===== src/rtl/mesi_isc_pkg.sv =====
// Shared definitions for the MESI inter-cache coherence controller.
// Holds main-bus command codes, broadcast type codes, default widths,
// the buffered broadcast-request entry type and small decode helpers.
package mesi_isc_pkg;

    localparam int unsigned ISC_MBUS_CMD_WIDTH      = 3;
    localparam int unsigned ISC_ADDR_WIDTH          = 32;
    localparam int unsigned ISC_BROAD_TYPE_WIDTH    = 2;
    localparam int unsigned ISC_BROAD_ID_WIDTH      = 5;
    localparam int unsigned ISC_BREQ_FIFO_SIZE      = 2;
    localparam int unsigned ISC_BREQ_FIFO_SIZE_LOG2 = 1;
    localparam int unsigned ISC_CPU_COUNT           = 4;
    localparam int unsigned ISC_CPU_ID_WIDTH        = 2;

    // Main-bus command codes
    localparam logic [ISC_MBUS_CMD_WIDTH-1:0] MBUS_CMD_NOP      = 3'd0;
    localparam logic [ISC_MBUS_CMD_WIDTH-1:0] MBUS_CMD_WR       = 3'd1;
    localparam logic [ISC_MBUS_CMD_WIDTH-1:0] MBUS_CMD_RD       = 3'd2;
    localparam logic [ISC_MBUS_CMD_WIDTH-1:0] MBUS_CMD_WR_BROAD = 3'd3;
    localparam logic [ISC_MBUS_CMD_WIDTH-1:0] MBUS_CMD_RD_BROAD = 3'd4;

    // Broadcast request types
    localparam logic [ISC_BROAD_TYPE_WIDTH-1:0] BROAD_TYPE_WR = 2'd1;
    localparam logic [ISC_BROAD_TYPE_WIDTH-1:0] BROAD_TYPE_RD = 2'd2;

    // One buffered broadcast request
    typedef struct packed {
        logic [ISC_BROAD_TYPE_WIDTH-1:0] broad_type;
        logic [ISC_ADDR_WIDTH-1:0]       addr;
    } breq_entry_t;

    // True for the two command codes that this stage captures
    function automatic logic is_broad_cmd(input logic [ISC_MBUS_CMD_WIDTH-1:0] cmd);
        return (cmd == MBUS_CMD_WR_BROAD) || (cmd == MBUS_CMD_RD_BROAD);
    endfunction

    // Map a broadcast command code to its broadcast type
    function automatic logic [ISC_BROAD_TYPE_WIDTH-1:0] cmd_to_broad_type(
        input logic [ISC_MBUS_CMD_WIDTH-1:0] cmd
    );
        return (cmd == MBUS_CMD_RD_BROAD) ? BROAD_TYPE_RD : BROAD_TYPE_WR;
    endfunction

endpackage


===== src/rtl/mesi_isc_breq_fifo.sv =====
// Single-clock request FIFO holding breq_entry_t items for one CPU.
// Ports:
//   clk, rst    clock and asynchronous active-high reset
//   push        write wr_data (ignored when full)
//   wr_data     entry to store
//   pop         drop the head entry (ignored when empty)
//   rd_data_c   head entry, combinational from storage
//   full/empty  registered occupancy flags
// Flags reflect the count after the current edge, so a pop in one cycle
// only frees a slot for a push in the following cycle.
module mesi_isc_breq_fifo
    import mesi_isc_pkg::*;
#(
    parameter int unsigned DEPTH      = ISC_BREQ_FIFO_SIZE,
    parameter int unsigned DEPTH_LOG2 = ISC_BREQ_FIFO_SIZE_LOG2
) (
    input  logic        clk,
    input  logic        rst,
    input  logic        push,
    input  breq_entry_t wr_data,
    input  logic        pop,
    output breq_entry_t rd_data_c,
    output logic        full,
    output logic        empty
);

    localparam int unsigned CNT_WIDTH = DEPTH_LOG2 + 1;

    breq_entry_t           mem [DEPTH];
    logic [DEPTH_LOG2-1:0] wr_ptr;
    logic [DEPTH_LOG2-1:0] rd_ptr;
    logic [CNT_WIDTH-1:0]  count;
    logic [CNT_WIDTH-1:0]  count_nxt_c;
    logic                  push_en_c;
    logic                  pop_en_c;

    // Pointer advance with wrap for non power-of-two depths
    function automatic logic [DEPTH_LOG2-1:0] ptr_inc(input logic [DEPTH_LOG2-1:0] p);
        return (p == DEPTH_LOG2'(DEPTH - 1)) ? '0 : p + DEPTH_LOG2'(1);
    endfunction

    assign push_en_c = push && !full;
    assign pop_en_c  = pop && !empty;

    // Occupancy after this edge
    always_comb begin
        count_nxt_c = count;
        if (push_en_c && !pop_en_c) begin
            count_nxt_c = count + CNT_WIDTH'(1);
        end else if (pop_en_c && !push_en_c) begin
            count_nxt_c = count - CNT_WIDTH'(1);
        end
    end

    // Pointers, count and flags
    always_ff @(posedge clk or posedge rst) begin
        if (rst) begin
            wr_ptr <= '0;
            rd_ptr <= '0;
            count  <= '0;
            full   <= 1'b0;
            empty  <= 1'b1;
        end else begin
            if (push_en_c) begin
                wr_ptr <= ptr_inc(wr_ptr);
            end
            if (pop_en_c) begin
                rd_ptr <= ptr_inc(rd_ptr);
            end
            count <= count_nxt_c;
            full  <= (count_nxt_c == CNT_WIDTH'(DEPTH));
            empty <= (count_nxt_c == '0);
        end
    end

    // Storage needs no reset: validity is tracked by count
    always_ff @(posedge clk) begin
        if (push_en_c) begin
            mem[wr_ptr] <= wr_data;
        end
    end

    assign rd_data_c = mem[rd_ptr];

endmodule


===== src/rtl/mesi_isc_breq_arb.sv =====
// Broadcast-request capture and arbitration stage of the MESI coherence
// controller. Captures WR_BROAD / RD_BROAD commands from four CPUs, acks
// each accepted command with a one-cycle pulse, buffers them per CPU and
// issues one request at a time round-robin as a tagged valid/ready request.
// Ports:
//   clk, rst            clock and asynchronous active-high reset
//   mbus_cmd_array_i    per-CPU main-bus command, CPU n at [n*W +: W]
//   mbus_addr_array_i   per-CPU address, CPU n at [n*A +: A]
//   mbus_ack_o          one-cycle accept pulse per CPU
//   breq_valid_o        broadcast request valid
//   breq_ready_i        downstream accepts the request
//   breq_type_o         1 = write broadcast, 2 = read broadcast
//   breq_cpu_id_o       originating CPU
//   breq_id_o           transaction tag, wraps at 2^BROAD_ID_WIDTH
//   breq_addr_o         request address
module mesi_isc_breq_arb
    import mesi_isc_pkg::*;
#(
    parameter int unsigned MBUS_CMD_WIDTH      = ISC_MBUS_CMD_WIDTH,
    parameter int unsigned ADDR_WIDTH          = ISC_ADDR_WIDTH,
    parameter int unsigned BROAD_TYPE_WIDTH    = ISC_BROAD_TYPE_WIDTH,
    parameter int unsigned BROAD_ID_WIDTH      = ISC_BROAD_ID_WIDTH,
    parameter int unsigned BREQ_FIFO_SIZE      = ISC_BREQ_FIFO_SIZE,
    parameter int unsigned BREQ_FIFO_SIZE_LOG2 = ISC_BREQ_FIFO_SIZE_LOG2
) (
    input  logic                                   clk,
    input  logic                                   rst,
    input  logic [ISC_CPU_COUNT*MBUS_CMD_WIDTH-1:0] mbus_cmd_array_i,
    input  logic [ISC_CPU_COUNT*ADDR_WIDTH-1:0]     mbus_addr_array_i,
    output logic [ISC_CPU_COUNT-1:0]                mbus_ack_o,
    output logic                                   breq_valid_o,
    input  logic                                   breq_ready_i,
    output logic [BROAD_TYPE_WIDTH-1:0]            breq_type_o,
    output logic [ISC_CPU_ID_WIDTH-1:0]            breq_cpu_id_o,
    output logic [BROAD_ID_WIDTH-1:0]              breq_id_o,
    output logic [ADDR_WIDTH-1:0]                  breq_addr_o
);

    logic [ISC_CPU_COUNT-1:0]    accept_c;
    logic [ISC_CPU_COUNT-1:0]    fifo_full;
    logic [ISC_CPU_COUNT-1:0]    fifo_empty;
    logic [ISC_CPU_COUNT-1:0]    fifo_pop_c;
    breq_entry_t [ISC_CPU_COUNT-1:0] fifo_head_c;

    logic [ISC_CPU_ID_WIDTH-1:0] rr_q;
    logic [ISC_CPU_ID_WIDTH-1:0] scan_idx_c;
    logic [ISC_CPU_ID_WIDTH-1:0] win_id_c;
    logic                        win_valid_c;
    logic                        load_c;
    logic [BROAD_ID_WIDTH-1:0]   id_ctr_q;

    // Per-CPU accept slice and request FIFO
    for (genvar n = 0; n < ISC_CPU_COUNT; n++) begin : g_cpu
        logic [MBUS_CMD_WIDTH-1:0] cmd_c;
        breq_entry_t               entry_c;

        assign cmd_c = mbus_cmd_array_i[n*MBUS_CMD_WIDTH +: MBUS_CMD_WIDTH];

        // The ack term blocks a second capture while the CPU is still
        // dropping the command it was just acked for.
        assign accept_c[n] = is_broad_cmd(cmd_c) && !fifo_full[n] && !mbus_ack_o[n];

        assign entry_c = '{
            broad_type: cmd_to_broad_type(cmd_c),
            addr:       ISC_ADDR_WIDTH'(mbus_addr_array_i[n*ADDR_WIDTH +: ADDR_WIDTH])
        };

        mesi_isc_breq_fifo #(
            .DEPTH      (BREQ_FIFO_SIZE),
            .DEPTH_LOG2 (BREQ_FIFO_SIZE_LOG2)
        ) u_fifo (
            .clk       (clk),
            .rst       (rst),
            .push      (accept_c[n]),
            .wr_data   (entry_c),
            .pop       (fifo_pop_c[n]),
            .rd_data_c (fifo_head_c[n]),
            .full      (fifo_full[n]),
            .empty     (fifo_empty[n])
        );
    end

    // Ack pulse follows the accept by one cycle
    always_ff @(posedge clk or posedge rst) begin
        if (rst) begin
            mbus_ack_o <= '0;
        end else begin
            mbus_ack_o <= accept_c;
        end
    end

    // Round-robin winner: first non-empty FIFO from rr_q upward, mod 4
    always_comb begin
        win_valid_c = 1'b0;
        win_id_c    = rr_q;
        scan_idx_c  = rr_q;
        for (int unsigned k = 0; k < ISC_CPU_COUNT; k++) begin
            scan_idx_c = rr_q + ISC_CPU_ID_WIDTH'(k);
            if (!win_valid_c && !fifo_empty[scan_idx_c]) begin
                win_valid_c = 1'b1;
                win_id_c    = scan_idx_c;
            end
        end
    end

    // Output register may take a new request when empty or being drained
    assign load_c = !breq_valid_o || breq_ready_i;

    // Pop only the winning FIFO, and only at a load slot
    always_comb begin
        fifo_pop_c = '0;
        if (load_c && win_valid_c) begin
            fifo_pop_c[win_id_c] = 1'b1;
        end
    end

    // Output register, tag counter and round-robin pointer
    always_ff @(posedge clk or posedge rst) begin
        if (rst) begin
            breq_valid_o  <= 1'b0;
            breq_type_o   <= '0;
            breq_cpu_id_o <= '0;
            breq_id_o     <= '0;
            breq_addr_o   <= '0;
            id_ctr_q      <= '0;
            rr_q          <= '0;
        end else if (load_c) begin
            breq_valid_o <= win_valid_c;
            if (win_valid_c) begin
                breq_type_o   <= BROAD_TYPE_WIDTH'(fifo_head_c[win_id_c].broad_type);
                breq_addr_o   <= ADDR_WIDTH'(fifo_head_c[win_id_c].addr);
                breq_cpu_id_o <= win_id_c;
                breq_id_o     <= id_ctr_q;
                id_ctr_q      <= id_ctr_q + BROAD_ID_WIDTH'(1);
                rr_q          <= win_id_c + ISC_CPU_ID_WIDTH'(1);
            end
        end
    end

endmodule

===== config.mk =====
export PLATFORM = sky130hd
export DESIGN_NAME = mesi_isc_breq_arb
export DESIGN_NICKNAME = d
export VERILOG_FILES = /design/src/rtl/mesi_isc_pkg.sv /design/src/rtl/mesi_isc_breq_fifo.sv /design/src/rtl/mesi_isc_breq_arb.sv
export SDC_FILE = /design/constraint.sdc
export NUM_CORES = 1
export LEC_CHECK = 0
export BUFFER_PORTS_ARGS = -buffer_cell sky130_fd_sc_hd__clkbuf_2
export CORE_MARGIN = 3
export CORE_UTILIZATION = 54
export CTS_BUF_LIST = sky130_fd_sc_hd__clkbuf_8
export DETAILED_ROUTE_END_ITERATION = 6
export GPL_TIMING_DRIVEN = 0
export PLACE_DENSITY = 0.78
export SYNTH_ARGS = -nofsm -noshare
export SYNTH_HDL_FRONTEND = slang
export SYNTH_SLANG_ARGS = --single-unit

===== constraint.sdc =====
create_clock -name clk -period 2.9 [get_ports clk]
set_clock_uncertainty 0.15 [all_clocks]
set_input_delay 0.29 -clock clk [delete_from_list [all_inputs] [get_ports clk]]
set_output_delay 0.29 -clock clk [all_outputs]
set_load 0.05 [all_outputs]

==> key figures <==
Pwr
  • Worst IR Drop VDD: roughly 0.00047 V
  • P_leak: around 7.4 nW
  • P per Cell Area: 981 mW/mm^2
  • Power, Total: between 15 and 20 mW

Setup path
  • Worst reg2reg setup slack: about 110 ps
  • Most used cell, CP: clkbuf_1
  • Worst Reg2Reg Path Length in Cells: 8
  • CP Capture Type: flop
  • Slowest CP cell: dfstp_2
  • Critical path startpoint: g_cpu[3].u_fifo.empty
  • Reg-to-Reg Start: g_cpu[3].u_fifo.empty
  • CP Max Fanout: 10
  • Buf/Inv on CP: 3
  • Critical path class: reg -> reg
  • Reg2reg end: breq_addr_o[9]
  • Critical Path Max Stage Delay: about 590 ps
  • CP Data Arrival Time: 3080 ps
  • CP top delay family: buffers and inverters
  • Startpoint types: flop
  • Worst Path Required: around 3200 ps
  • Worst path cell trace: clkbuf_1 > nand4_1 > nand2_1 > buf_2 > clkbuf_1 > a21oi_1 > a2bb2oi_1 > o31ai_1

Final layout
  • Final nets: roughly 1600
  • Layout cells sized above 1: 0.258
  • Most common cell after layout, fill and taps aside: edfxtp_1
  • Post-layout instance area: roughly 0.019 sq mm
  • Area grow syn2layout: 26.9%
  • Most frequent cells in the layout: edfxtp_1, clkbuf_2, dlygate4sd3_1

Timing
  • Relative slew slack: 0.154
  • Final setup TNS: 0 ps
  • Final slew viol count: 0
  • Final setup viols: 0
  • Tcrit/Tclk final: 0.964
  • F_max: 358 MHz
  • Hold WS: ~32 ps
  • Final worst slack: around 110 ps
  • Unrepaired setup endpoints after global routing: false
  • Worst Max-Slew Pin Slew: 1240 ps
  • Final Hold Vio Count: 0
  • Tmin final: between 2000 and 3000 ps

Placement
  • Final GP Congestion: between 0.8 and 0.9
  • Port buffer count: around 190
  • Post-DP Area: 0.0164 sq mm
  • Pre-CTS setup slack: 127 ps
  • Detail Placement HPWL: 24900 um

Worst hold path
  • HP Class: in -> reg
  • WHS Path Cells: 2
  • WHS Endpoint: g_cpu[1].u_fifo.mem[0][32]
  • Hold_sp: mbus_cmd_array_i[4]

Floorplan
  • # IOs: 189
  • Die area: approximately 0.03 sq mm
  • Die Span Y: 172 um
  • Die W: 172 um
  • Core area: between 0.02 and 0.03 sq mm
  • Std cell rows: 60
  • Starting Density: 0.550

Global route
  • Largest net degree at the start of global routing: 42
  • Number of global-route vias before repair: 10600
  • First-pass GRT wire length: roughly 58000 um
  • Grt total ovfl: 0
  • Initial antenna violation count: 1
  • All-Layer GR Usage: 0.257

Synthesis
  • Post-synth EDFFs: 272
  • Number of synthesized register bits: between 300 and 400
  • Synth Area in Simple Gates: 0.0648
  • Synth Area in Adders: 0.000844
  • Synth Area in XOR/XNOR: 0.0118
  • Async set-reset flop share out of synthesis: 0.221
  • Post-synthesis mux area share: 0.103
  • Top FF cell, synth: edfxtp_1
  • Synth Area in Compound Gates: 0.110
  • Yosys cell types: 66
  • Seq/Total Area, Yosys: 0.682
  • Largest family of logic cells by synthesized area: compound AO/OA/AOI/OAI gates
  • Post-Syn Nets: 1168
  • Mapped Avg Cell Area: approximately 14 sq um
  • Post-Syn Area: 0.0148 sq mm
  • Synthesis warning total: 0
  • Synth Instances: between 1000 and 1500

Detailed routing
  • Initial DRC Count: between 700 and 800
  • Drt pass-1 iters: 5
  • Wire per inst: around 21 um
  • ANT nets after route: 0
  • WL final: approximately 38000 um
  • Vias: between 10000 and 15000
  • Post-DR vias/cell: ~5.7
  • # DRC: 0

Clock tree
  • Clk slew on worst S/H paths: 70 ps
  • H-Tree Depth: 2
  • Clock buffer depth: 3
  • Clock root cell: clkbuf_8
  • Clock Sink Count: around 350
  • CTS buffer count: between 50 and 60
  • TritonCTS clock tree: yes
  • Worst skew pair latency: 600 ps
  • Post-CTS Setup Inserts: 0

Status
  • Status: completed

Run
  • Max cap viols: 0
-- worst max-delay path by stage --
stage	end	cells after the start
after floorplan	g_cpu[2].u_fifo.mem[0][0]	3
after global placement	breq_addr_o[9]	2
after detailed placement	breq_addr_o[30]	7
after CTS	breq_addr_o[30]	7
after global routing	breq_addr_o[6]	8
final	breq_addr_o[9]	8
-- Yosys cell counts (3+ instances only) --
cell type / instances / share of area
nand4_1: 3 / 0.0013
o21ai_0: 9 / 0.0030
mux2_2: 67 / 0.051
dfrtp_1: 73 / 0.12
mux2i_1: 77 / 0.052
nor2_1: 40 / 0.010
o31ai_1: 28 / 0.014
dfstp_2: 4 / 0.0071
a2bb2oi_1: 29 / 0.017
o2bb2ai_1: 4 / 0.0024
clkbuf_1: 44 / 0.011
nand2b_1: 6 / 0.0025
xnor2_1: 14 / 0.0083
o21ai_1: 4 / 0.0014
buf_1: 8 / 0.0020
a221o_1: 5 / 0.0034
nor2b_1: 10 / 0.0042
nand2_1: 37 / 0.0094
and2_1: 8 / 0.0034
a21oi_1: 87 / 0.029
or3b_1: 4 / 0.0024
nand3_1: 8 / 0.0027
edfxtp_1: 272 / 0.55
a211o_1: 4 / 0.0024
nand3b_1: 6 / 0.0030
o22a_1: 5 / 0.0030
inv_1: 36 / 0.0091
o211ai_1: 6 / 0.0030
and3_1: 5 / 0.0021
xor2_1: 6 / 0.0035
nor4b_1: 28 / 0.017
buf_2: 15 / 0.0051
a211oi_1: 29 / 0.015
-- per-layer routing --
| layer | up-vias | routed length [um] | global-route usage |
|---|---|---|---|
| met5 | - | 0 | 0 |
| met4 | 0 | 1010 | 0.0787 |
| met3 | 67 | 2260 | 0.0478 |
| met2 | 394 | 18700 | 0.429 |
| met1 | 5053 | 16100 | 0.346 |
| li1 | 4722 | - | - |
-- worst reg2reg max path: cells and delay by family, from the launching register on --
kind,cells,cell delay [ps]
AO/OA/AOI/OAI,3,430
AND/OR/NAND/NOR,2,410
flip-flops,1,590
buffers and inverters,3,1070
-- kinds of logic (layout without fill, tap and decap cells) --
group	after synthesis	after routing
other	0	2
muxes	144	144
and+or+nand+nor	168	168
AOI/OAI and AO/OA	237	237
adders and majority gates	1	1
DFF	349	349
xor gates and xnor gates	20	20
buffers and inverters	105	540
-- report_power, final --
group,total (mW),switching (mW),internal [mW]
clock network,3.91,1.88,2.03
logic,7.60,5.02,2.58
registers,6.94,0.545,6.39
total,18.4,7.44,11.0
-- metrics by stage --
stage,util,instances
finish,0.698,1802
global route,0.698,1801
CTS,0.697,1800
detailed placement,0.607,1559
global placement,0.601,1553
floorplan,-,1024
-- flip-flops by register name, summed over array words and instances (netlist names), 4 cells and up --
signal,flops
mbus_ack_o,4
g_cpu.u_fifo.empty,4
id_ctr_q,5
g_cpu.u_fifo.full,4
g_cpu.u_fifo.mem,272
breq_id_o,5
g_cpu.u_fifo.rd_ptr,4
g_cpu.u_fifo.count,8
breq_addr_o,32
g_cpu.u_fifo.wr_ptr,4
-- cell type report --
cell class,count,area (sq um)
multi-input cells,570,4350
fillers,1818,8140
diodes,2,5.00
clock buffers,65,895
inverters,38,145
well taps,341,427
plain buffers,67,273
clock inverters,38,160
flip-flops and latches,349,10100
repair buffers,332,2460
-- timing repair --
action | CTS | global route
hold buffers | 138 | 0
endpoints found under the setup margin | 0 | 43
endpoints found under the hold margin | 299 | 0
resized for setup | 0 | 6
Power figures use the tool's default switching activity.
